## src/rtl/scaler_ctrl.sv

```systemverilog
`default_nettype none
// ============================================================================
// Module   : scaler_ctrl
// Purpose  : Frame-synchronous sequencer placed in front of the scaler.
//            It latches host scale settings, measures the input line width
//            on a blanked frame and computes reg_v_scale_inline_size with a
//            16-cycle restoring divider. Video reaches the scaler only while
//            the reg_* outputs match the incoming frame.
// Ports    : clk, rst (async, active-high)
//            cfg_h/v_scale_step, cfg_wr  - host settings, captured on strobe
//            di_i/de_i/hs_i/vs_i         - incoming video
//            do_o/de_o/hs_o/vs_o         - gated video, 1-cycle latency
//            reg_h/v_scale_step, reg_v_scale_inline_size - scaler config
//            in_width_o                  - width used for the current config
//            busy_o (not RUN), err_o (sticky, cleared by cfg_wr)
// Revision : 1.0 - initial release
// ============================================================================
module scaler_ctrl #(
   parameter int PIXEL_WIDTH      = 8,
   parameter int SCALE_STEP       = 128,
   parameter int LINE_IN_SIZE_MAX = 1024
) (
   input  logic                   clk,
   input  logic                   rst,
   input  logic [15:0]            cfg_h_scale_step,
   input  logic [15:0]            cfg_v_scale_step,
   input  logic                   cfg_wr,
   input  logic [PIXEL_WIDTH-1:0] di_i,
   input  logic                   de_i,
   input  logic                   hs_i,
   input  logic                   vs_i,
   output logic [PIXEL_WIDTH-1:0] do_o,
   output logic                   de_o,
   output logic                   hs_o,
   output logic                   vs_o,
   output logic [15:0]            reg_h_scale_step,
   output logic [15:0]            reg_v_scale_step,
   output logic [15:0]            reg_v_scale_inline_size,
   output logic [15:0]            in_width_o,
   output logic                   busy_o,
   output logic                   err_o
);

   localparam int          SHIFT = $clog2(SCALE_STEP);
   localparam int          NW    = 16 + SHIFT;
   localparam logic [15:0] MAX_W = 16'(LINE_IN_SIZE_MAX);

   typedef enum logic [2:0] {
      S_IDLE = 3'd0,
      S_MEAS = 3'd1,
      S_CALC = 3'd2,
      S_ARM  = 3'd3,
      S_RUN  = 3'd4,
      S_WAIT = 3'd5
   } state_t;

   state_t        state, state_nxt;

   logic          vs_d, hs_d, fs, line_end;
   logic          in_first, meas_done;
   logic [15:0]   wcnt, meas_w;
   logic [15:0]   pend_h, pend_v;
   logic          pend_flag;
   logic [15:0]   act_h, act_v;
   logic          mism, pass, pass_eval, pass_nxt;
   logic          err_set, clr_pend, load_div, commit;

   // divider
   logic [NW-1:0] dividend, div_hi;
   logic [15:0]   rem, quo, rem_nxt, q_nxt, diff;
   logic [16:0]   trial;
   logic          q_bit, sat;
   logic [3:0]    calc_cnt;

   assign fs       = vs_i & ~vs_d;
   assign line_end = hs_i & ~hs_d;
   assign busy_o   = (state != S_RUN);

   // N = (meas_w - 1) * SCALE_STEP. The part above bit 15 seeds the
   // remainder; if it already reaches the divisor the quotient needs more
   // than 16 bits, which is the saturation case.
   assign dividend = {meas_w - 16'd1, {SHIFT{1'b0}}};
   assign div_hi   = dividend >> 16;

   // One restoring step: shift the next dividend bit into the remainder,
   // subtract when it fits. The quotient shifts in from the bottom of quo
   // as the low dividend bits shift out of its top.
   assign trial   = {rem, quo[15]};
   assign q_bit   = (trial >= {1'b0, act_h});
   assign diff    = trial[15:0] - act_h;
   assign rem_nxt = q_bit ? diff : trial[15:0];
   assign q_nxt   = {quo[14:0], q_bit};

   always_ff @(posedge clk or posedge rst) begin
      if (rst) state <= S_IDLE;
      else     state <= state_nxt;
   end

   always_comb begin
      state_nxt = state;
      err_set   = 1'b0;
      clr_pend  = 1'b0;
      load_div  = 1'b0;
      commit    = 1'b0;
      pass_eval = 1'b0;
      case (state)
         S_IDLE: if (fs && pend_flag) begin
            state_nxt = S_MEAS;
            clr_pend  = 1'b1;
         end
         S_MEAS: if (meas_done) begin
            if (meas_w == 16'd0 || meas_w > MAX_W) begin
               err_set   = 1'b1;
               state_nxt = S_WAIT;
            end else if (pend_h == 16'd0 || pend_v == 16'd0) begin
               err_set   = 1'b1;
               state_nxt = S_IDLE;
            end else begin
               load_div  = 1'b1;
               state_nxt = S_CALC;
            end
         end
         S_CALC: if (calc_cnt == 4'd15) begin
            if (sat || q_nxt < 16'd2) begin
               err_set   = 1'b1;
               state_nxt = S_WAIT;
            end else begin
               commit    = 1'b1;
               state_nxt = S_ARM;
            end
         end
         S_ARM: if (fs) begin
            pass_eval = 1'b1;
            state_nxt = S_RUN;
         end
         S_RUN: if (fs) begin
            if (pend_flag || mism) begin
               clr_pend  = 1'b1;
               state_nxt = S_MEAS;
            end else begin
               pass_eval = 1'b1;
            end
         end
         S_WAIT: if (fs) begin
            clr_pend  = 1'b1;
            state_nxt = S_MEAS;
         end
         default: state_nxt = S_IDLE;
      endcase
   end

   // The forward decision is taken only at frame start so a frame is never
   // cut in half; the new value already applies to the FS cycle itself.
   assign pass_nxt = fs ? pass_eval : pass;

   always_ff @(posedge clk or posedge rst) begin
      if (rst) begin
         vs_d                    <= 1'b0;
         hs_d                    <= 1'b1;
         in_first                <= 1'b0;
         meas_done               <= 1'b0;
         wcnt                    <= '0;
         meas_w                  <= '0;
         pend_h                  <= '0;
         pend_v                  <= '0;
         pend_flag               <= 1'b0;
         act_h                   <= '0;
         act_v                   <= '0;
         rem                     <= '0;
         quo                     <= '0;
         sat                     <= 1'b0;
         calc_cnt                <= '0;
         mism                    <= 1'b0;
         pass                    <= 1'b0;
         err_o                   <= 1'b0;
         reg_h_scale_step        <= '0;
         reg_v_scale_step        <= '0;
         reg_v_scale_inline_size <= '0;
         in_width_o              <= '0;
         do_o                    <= '0;
         de_o                    <= 1'b0;
         hs_o                    <= 1'b1;
         vs_o                    <= 1'b0;
      end else begin
         vs_d      <= vs_i;
         hs_d      <= hs_i;
         meas_done <= 1'b0;

         // first-line width counter, saturating at 16 bits
         if (fs) begin
            in_first <= 1'b1;
            wcnt     <= (de_i && !hs_i) ? 16'd1 : 16'd0;
         end else if (in_first) begin
            if (line_end) begin
               in_first  <= 1'b0;
               meas_w    <= wcnt;
               meas_done <= 1'b1;
            end else if (de_i && !hs_i && wcnt != 16'hFFFF) begin
               wcnt <= wcnt + 16'd1;
            end
         end

         // a strobe on the same cycle as a clear keeps the new request alive
         if (cfg_wr) begin
            pend_h    <= cfg_h_scale_step;
            pend_v    <= cfg_v_scale_step;
            pend_flag <= 1'b1;
         end else if (clr_pend) begin
            pend_flag <= 1'b0;
         end

         if (err_set)     err_o <= 1'b1;
         else if (cfg_wr) err_o <= 1'b0;

         if (load_div) begin
            act_h    <= pend_h;
            act_v    <= pend_v;
            rem      <= 16'(div_hi);
            quo      <= dividend[15:0];
            sat      <= (div_hi >= NW'(pend_h));
            calc_cnt <= '0;
         end else if (state == S_CALC) begin
            rem      <= rem_nxt;
            quo      <= q_nxt;
            calc_cnt <= calc_cnt + 4'd1;
         end

         if (commit) begin
            reg_h_scale_step        <= act_h;
            reg_v_scale_step        <= act_v;
            reg_v_scale_inline_size <= q_nxt - 16'd1;
            in_width_o              <= meas_w;
         end

         if (state == S_RUN && state_nxt != S_RUN)
            mism <= 1'b0;
         else if (state == S_RUN && meas_done && meas_w != in_width_o)
            mism <= 1'b1;

         pass <= pass_nxt;
         if (pass_nxt) begin
            do_o <= di_i;
            de_o <= de_i;
            hs_o <= hs_i;
            vs_o <= vs_i;
         end else begin
            do_o <= '0;
            de_o <= 1'b0;
            hs_o <= 1'b1;
            vs_o <= 1'b0;
         end
      end
   end

endmodule
`default_nettype wire

```

## config.mk

```make
export PLATFORM = sky130hd
export DESIGN_NAME = scaler_ctrl
export DESIGN_NICKNAME = d
export VERILOG_FILES = /design/src/rtl/scaler_ctrl.sv
export SDC_FILE = /design/constraint.sdc
export NUM_CORES = 1
export LEC_CHECK = 0
export CORE_MARGIN = 2
export CORE_UTILIZATION = 56
export CTS_BUF_LIST = sky130_fd_sc_hd__clkbuf_16
export CTS_CLUSTER_SIZE = 30
export DETAILED_ROUTE_END_ITERATION = 8
export GPL_ROUTABILITY_DRIVEN = 0
export GPL_TIMING_DRIVEN = 0
export HOLD_SLACK_MARGIN = 0.1
export PLACE_DENSITY = 0.9
export SKIP_CTS_REPAIR_TIMING = 1
export SYNTH_ARGS = -nofsm -noshare
export SYNTH_HDL_FRONTEND = slang
export SYNTH_SLANG_ARGS = --single-unit
export TNS_END_PERCENT = 30
```

## constraint.sdc

```tcl
create_clock -name clk -period 8.55 [get_ports clk]
set_input_delay 1.71 -clock clk [delete_from_list [all_inputs] [get_ports clk]]
set_output_delay 1.71 -clock clk [all_outputs]
set_load 0.005 [all_outputs]
```

; ---- Word level (Yosys, flattened, before mapping)
; Cells that the tools add are included.
[word_totals]
register_bits = 219
in_bits = 46
output_inout_bits = 77
wordCells = 135
[classes]
add_sub_neg = 5
magnitude_cmp = 4
n_eq_ne = 11
mux = 60
n_bitwise = 5
reduce_logical = 23
[op_table]
columns = cell, n
row1 = $mux W16, 9
row2 = $logic_not A16 Y1, 3
row3 = $mux W1, 34
row4 = $sub A16 B1 Y16 const B, 2
row5 = $mux W3, 9
row6 = $pmux W3 S6, 1
row7 = $ge A17 B16 Y1, 1
row8 = $add A16 B1 Y16 const B, 1
row9 = $ge A7 B16 Y1, 1
row10 = $gt A16 B11 Y1 const B, 1
row11 = $lt A16 B2 Y1 const B, 1
row12 = $ne A16 B16 Y1, 1
row13 = $ne A16 B16 Y1 const B, 1
row14 = $sub A16 B16 Y16, 1
row15 = $reduce_bool A2 Y1, 6
row16 = $mux W4, 2
row17 = $mux W8, 1
row18 = $eq A3 B2 Y1 const B, 2
row19 = $eq A3 B3 Y1 const B, 2
row20 = $logic_and A1 B1 Y1, 6
row21 = $ne A3 B3 Y1 const B, 2
row22 = $reduce_and A3 Y1, 2
row23 = $add A4 B1 Y4 const B, 1
row24 = $eq A4 B4 Y1 const B, 1
row25 = other kinds (10), 17

; ---- Logic depth before layout (Yosys ltp)
; Gate-level depths: netlist of the first run.
[logic_depth]
word_depth = 9
depth_mapped = 15
ltp_nobuf = 14

; ---- Worst setup path before layout of the first run
; OpenSTA, ideal clock, no wires.
[synth_timing]
path_kind = register to register
start = register meas_w[2]
end = register sat
setup_time_ns = 0.118
arrival_time_ns = 3.355
required_time_ns = 8.432
setup_slack_ns = 5.077
path_stages_with_launch = 15
n_path_buf = 1
period_less_slack_ns = 3.473
cell_sequence = dfrtp_1 buf_2 or3_1 or4_1 nor4_1 xnor2_1 ha_1 nand2b_1 a21o_1 a21o_1 a21oi_1 nor2_1 a2111oi_0 nor4_2 a21o_1
[synth_via]
elab_chain_cells = 5
word_cells_on_any_way = 8
cone_classes = add/sub: 1 / order compare: 2 / mux: 3 / reduce/logical: 2
[synth_rtl]
columns = element, line_no
row1 = start: declaration, 61  ; logic [15:0] wcnt, meas_w;
row2 = start signal: assignment, 196  ; meas_w <= wcnt;
row3 = branches (longest 5 deep; another with $sub A16 B1 Y16), --
row4 = end signal: assignment, 220  ; sat <= (div_hi >= NW'(pend_h));
row5 = end: declaration, 72  ; logic q_bit, sat;
; Several ways; the timed one is not identified.
; A chain may end at the register's enable or synchronous reset.

; ---- Final worst setup path of the first run
[layout_timing]
start = register state[0]
end = output port busy_o
[layout_via]
elab_chain_cells = 1
[layout_rtl]
columns = element, line_no
row1 = start: declaration, 57  ; state_t state, state_nxt;
row2 = start signal: assignment, 96  ; else state <= state_nxt;
row3 = $ne A3 B3 Y1, 77  ; assign busy_o = (state != S_RUN);
row4 = end: declaration, 40  ; output logic busy_o,
; No other way between the ends.

==> metrics.txt, run 1 <==
fin cells around 1300; final wirelength 24400 microns; final hold violations 0; dpl ws 4.40 ns; core area 18000 sq um; DP HPWL between 15000 and 20000 microns; total power draw ~3.5 mW; Root Buffer clkbuf_16; initial antenna violation count 0; post-layout min period 3.96 ns; WL met2 ~12000 microns; Antenna Cells 0; Max rail drop VDD just under 200 uV; setup slack, reg-to-reg 4.64 ns; Worst-Margin Slew between 0.8 and 0.9 ns; ys flop type dfrtp_1; Critical Path AT 2.25 ns; ys async rst share 1.00; Final Worst Setup Slack 4.59 ns; Avg Inst Size Synth 10.9 sq um; Synth area leaders dfrtp_1 (53%), mux2_2 (9.2%), nand2_1 (4.0%), o21ai_0 (3.9%), ha_1 (3.4%); post-synth top area cell dfrtp_1; Synth Cell Area slightly above 10000 sq um; largest net degree at the start of global routing 123; syn nets between 1000 and 1500; die height roughly 140 microns; post-route ant nets 0; first-pass GRT wire length 39800 microns; cell total after placement between 1000 and 1500; vias in the first global route between 8000 and 9000; Worst-Skew Late Latency roughly 0.52 ns; Initial Util 0.572; DR WL/cell ~18 microns; clk slew on worst S/H paths roughly 0.060 ns; Leak Pwr ~5.8 nW; critical path class flop to primary output; status complete, no violations; GRT Overall Usage 0.250; met3 wire length around 1600 microns; gr ovfl total 0; row cnt between 40 and 50; commonest non-fill, non-tap cell in the layout dfrtp_1; hold slack approximately 0.48 ns; Synth top area share 0.527; max-cap violation count 0; Seq cells post-synth 219; fin crit share 0.463; DRT Pass-1 Iters 5; port bufs 121; dpl cell area 11800 sq um; Vias per Instance slightly below 6; detailed router's first-iteration violation count about 660; required time worst endpoint between 6 and 7 ns; final setup vio count 0; Syn. warnings 0; f_max 252 MHz; skew final a little under 0.02 ns; CTS max path bufs 3; Post-synth EDFFs 0; layout cells sized above 1 0.127; DRC viols 0; Sink Count between 200 and 250; worst min path class flop to flop; Met1 Routed Length 9850 microns; Slew Limit Fails 0; Crit Path Max Fanout 10; die area roughly 20000 sq um; most frequent cells in the layout dfrtp_1 (217), clkdlybuf4s50_1 (121), nand2_1 (111); number of I/O pins around 120; DR vias slightly below 8000; PD cells about 280 nW/um^2; Setup crit end kind primary output; critical path startpoint category flop; Top Layer Used met4; Area Growth Syn to Fin 21.4%; CTS Buf Count 23; CTS tree built; relative slew slack 0.431; fin nets between 1000 and 1500; RSZ-0062 raised after global routing no; design area 12500 sq um; Cells after Synth approximately 950; register area share after synthesis 0.532; Max H-tree Level 1; Distinct cells, synth 56; die width 140 microns
[critical path, stage by stage, from the launching register on]
cell             delay (ns)
dfrtp_1                0.38
clkbuf_1               0.23
nor3b_1                0.53
inv_1                  0.10
clkdlybuf4s50_1        0.49
[registers in the layout (all words and copies together) (netlist names), 4 cells and up]
register and cells:
reg_h_scale_step 16, reg_v_scale_inline_size 16, act_h 16, do_o 8, pend_h 16, act_v 16
in_width_o 16, meas_w 16, pend_v 16, rem 16, quo 16, wcnt 16
calc_cnt 4, reg_v_scale_step 16
[routing by layer]
layer | vias up | global-route usage
li1 | 3593 | -
met1 | 3848 | 0.321
met2 | 300 | 0.426
met3 | 69 | 0.0489
met4 | 0 | 0.0868
met5 | - | 0
[cells by family after synthesis]
family,Yosys count,synth area share
AND/OR/NAND/NOR,283,0.135
flip-flops,219,0.532
AO/OA/AOI/OAI,161,0.0919
multiplexers,106,0.115
buffers and inverters,82,0.0352
XOR/XNOR,65,0.0552
adder cells (fa/ha/maj),29,0.0359
[stage by stage]
step           TNS (ns)   util
3_5_place_dp          0  0.657
3_3_place_gp    -359.35  0.655
4_1_cts               0  0.694
6_report              0  0.694
2_1_floorplan         0      -
5_1_grt               0  0.694
[worst paths after layout]
kind                                                     to                             start  depth (start not counted)
max in group asynchronous                rem[9]$_DFFE_PP0P_                               rst                          3
min in group asynchronous             act_v[10]$_DFFE_PP0P_                               rst                          2
hold / removal             reg_h_scale_step[14]$_DFFE_PP0P_  reg_h_scale_step[14]$_DFFE_PP0P_                          2
setup / recovery                                     busy_o                state[0]$_DFF_PP0_                          4
setup reg to reg                            sat$_DFFE_PP0P_             meas_w[2]$_DFFE_PP0P_                         14
hold reg to reg            reg_h_scale_step[14]$_DFFE_PP0P_  reg_h_scale_step[14]$_DFFE_PP0P_                          2
[area by class of cell]
| type | count | area [sq um] |
|---|---|---|
| Buffer | 44 | 220 |
| Clock buffer | 23 | 576 |
| Clock inverter | 16 | 95.1 |
| Fill cell | 1269 | 5510 |
| Inverter | 38 | 150 |
| Multi-Input combinational cell | 644 | 4460 |
| Sequential cell | 219 | 5480 |
| Tap cell | 229 | 287 |
| Timing Repair Buffer | 122 | 1240 |
[synth_stat cells, types with 2 or more instances]
cell type,n
buf_4,4
or2_2,3
nand3_1,34
and3_1,5
a31oi_1,5
nand2_1,111
nor2b_1,17
nand4_1,10
a21o_1,8
xnor2_1,30
ha_1,28
xor2_1,35
dfstp_2,2
or3_1,15
o21a_1,4
nor3_1,10
buf_1,5
mux2_1,14
mux2i_1,8
and4_1,2
nor4_2,2
buf_6,4
o211ai_1,13
a21oi_1,31
nor2_1,36
nor4b_1,3
o21ai_0,81
or4_1,5
clkbuf_1,23
mux2_2,84
inv_1,37
buf_2,8
nor4_1,15
dfrtp_1,217
o31ai_1,5
nand2b_1,7
nor3b_1,3
o221ai_1,3
[power breakdown]
group | switching (mW) | internal (mW) | leakage [nW] | total, mW
clock | 0.393 | 0.515 | 0.361 | 0.908
combinational | 0.724 | 0.564 | 2.55 | 1.29
sequential | 0.140 | 1.20 | 2.88 | 1.34
No activity file was read; power rests on OpenSTA's default activity.
==> inputs of run 2 (changes only) <==
==> constraint.sdc (replaced) <==
create_clock -name clk -period 4 [get_ports clk]
set_input_delay 0.8 -clock clk [delete_from_list [all_inputs] [get_ports clk]]
set_output_delay 0.8 -clock clk [all_outputs]
set_load 0.005 [all_outputs]
==> run 2 against run 1 <==
Net effect: total power increased by 120%; die area unchanged; combinational power increased by 120%; setup slack got worse by 4.4 ns; sequential cell count unchanged; critical endpoint is now sat$_DFFE_PP0P_.
==> metrics.txt, run 2 (synthesis results as in run 1) <==
max-cap violation count 0; CTS tree built; die area 19500 sq um; Top Family by Delay on Critical Path simple AND/OR/NAND/NOR gates; setup slack, reg-to-reg ~0.19 ns; fin nets 1171; DRT Pass-1 Iters 6; largest net degree at the start of global routing 46; Sink Count ~220; critical path class flop to flop; Crit Path Max Fanout 7; gr ovfl total 0; design area about 13000 sq um; Max rail drop VDD approximately 400 uV; Initial Util 0.572; Leak Pwr 5.84 nW; Slew Limit Fails 0; Vias per Instance between 5 and 6; core area between 15000 and 20000 sq um; row cnt between 40 and 50; DRC viols 0; initial antenna violation count 0; detailed router's first-iteration violation count just over 600; largest stage delay on the critical path 0.53 ns; post-route ant nets 0; Hold Crit Start reg_v_scale_inline_size[1]$_DFFE_PP0P_; PD cells between 600 and 700 nW/um^2; setup TNS 0 ns; WHS Endpoint reg_v_scale_inline_size[1]$_DFFE_PP0P_; Worst-Margin Slew about 0.8 ns; Antenna Cells 0; DR vias 7919; vias in the first global route between 8000 and 9000; worst min path class flop to flop; die width roughly 140 microns; first-pass GRT wire length roughly 42000 microns; required time worst endpoint roughly 4.4 ns; number of I/O pins roughly 120; dpl cell area approximately 12000 sq um; Setup crit end kind flop; f_max approximately 260 MHz; Root Buffer clkbuf_16; DR WL/cell roughly 19 microns; final hold violations 0; hold slack 0.477 ns; fin cells between 1000 and 1500; skew final 0.0179 ns; layout cells sized above 1 0.137; R2R Path End sat$_DFFE_PP0P_; most frequent cells in the layout dfrtp_1 (217), clkdlybuf4s50_1 (121), nand2_1 (111); R2R cell count 14; final wirelength between 20000 and 30000 microns; CP most frequent cell a21o_1; Final Worst Setup Slack around 0.19 ns; die height 140 microns; final setup vio count 0; clk slew on worst S/H paths about 0.06 ns; status complete, no violations; slowest stage cell, crit path or4_1; relative slew slack 0.449; Critical Path AT approximately 4.2 ns; GRT Overall Usage 0.264; CTS Buf Count 23; critical path startpoint category flop; Worst-Skew Late Latency between 0.5 and 0.6 ns; DP HPWL between 15000 and 20000 microns; post-layout min period 3.81 ns; dpl ws around 0.12 ns; commonest non-fill, non-tap cell in the layout dfrtp_1; total power draw between 7 and 8 mW; crit path cell chain buf_2, or3_1, or4_1, nor4_2, xnor2_1, ha_1, nand2b_1, a21o_1, a21o_1, a21oi_1, nor2_1, a2111oi_2, nor4_2, a21o_1; port bufs about 120; Crit Reg-Reg Startpoint meas_w[2]$_DFFE_PP0P_; Bufs and invs on worst path 1; fin crit share 0.952; Final Util 0.703; Area Growth Syn to Fin 23.0%; Min-Delay Path Depth 2; cell total after placement 1300; Max H-tree Level 1; CTS max path bufs 3
## run 2: how the worst max path moves through the flow
stage | start | endpoint | slack [ns] | cells after the start
after floorplan | rst | act_h[0]$_DFFE_PP0P_ | 0.35 | 1
after global placement | rst | wcnt[3]$_DFFE_PP0P_ | -1.16 | 2
after detailed placement | meas_w[2]$_DFFE_PP0P_ | sat$_DFFE_PP0P_ | 0.12 | 14
after CTS | meas_w[2]$_DFFE_PP0P_ | sat$_DFFE_PP0P_ | 0.01 | 14
after global routing | meas_w[2]$_DFFE_PP0P_ | sat$_DFFE_PP0P_ | -0.03 | 14
final | meas_w[2]$_DFFE_PP0P_ | sat$_DFFE_PP0P_ | 0.19 | 14
## run 2: area by class of cell
type / instances / area, sq um
well taps: 229 / 287
fillers: 1249 / 5350
plain buffers: 44 / 220
flip-flops and latches: 219 / 5480
repair buffers: 126 / 1310
clock inverters: 19 / 183
clock buffers: 23 / 576
multi-input cells: 644 / 4470
inverters: 38 / 146
## run 2: tightest hold or removal path, delay by kind of cell (launching register included)
kind	cells	cell delay, ns
DFF	1	0.34
AOI/OAI and AO/OA	1	0.06
and+or+nand+nor	1	0.05
## run 2: per-layer routing
metal,track usage,part of all wire
met4,0.0884,0.033
met3,0.0516,0.064
met5,0,0
met2,0.467,0.51
met1,0.326,0.40
## run 2: power by group
group | total [mW] | internal (mW) | switching (mW)
clock | 2.15 | 1.25 | 0.897
sequential | 2.88 | 2.57 | 0.304
combinational | 2.80 | 1.22 | 1.58
total | 7.83 | 5.05 | 2.78
==> inputs of run 3 (changes only) <==
--- a/config.mk
+++ b/config.mk
@@ -18,4 +18,3 @@
 export SYNTH_ARGS = -nofsm -noshare
 export SYNTH_HDL_FRONTEND = slang
 export SYNTH_SLANG_ARGS = --single-unit
-export TNS_END_PERCENT = 30
==> results of run 3 <==
Same layout as run 2: the final DEF is identical, and so are final timing and power.
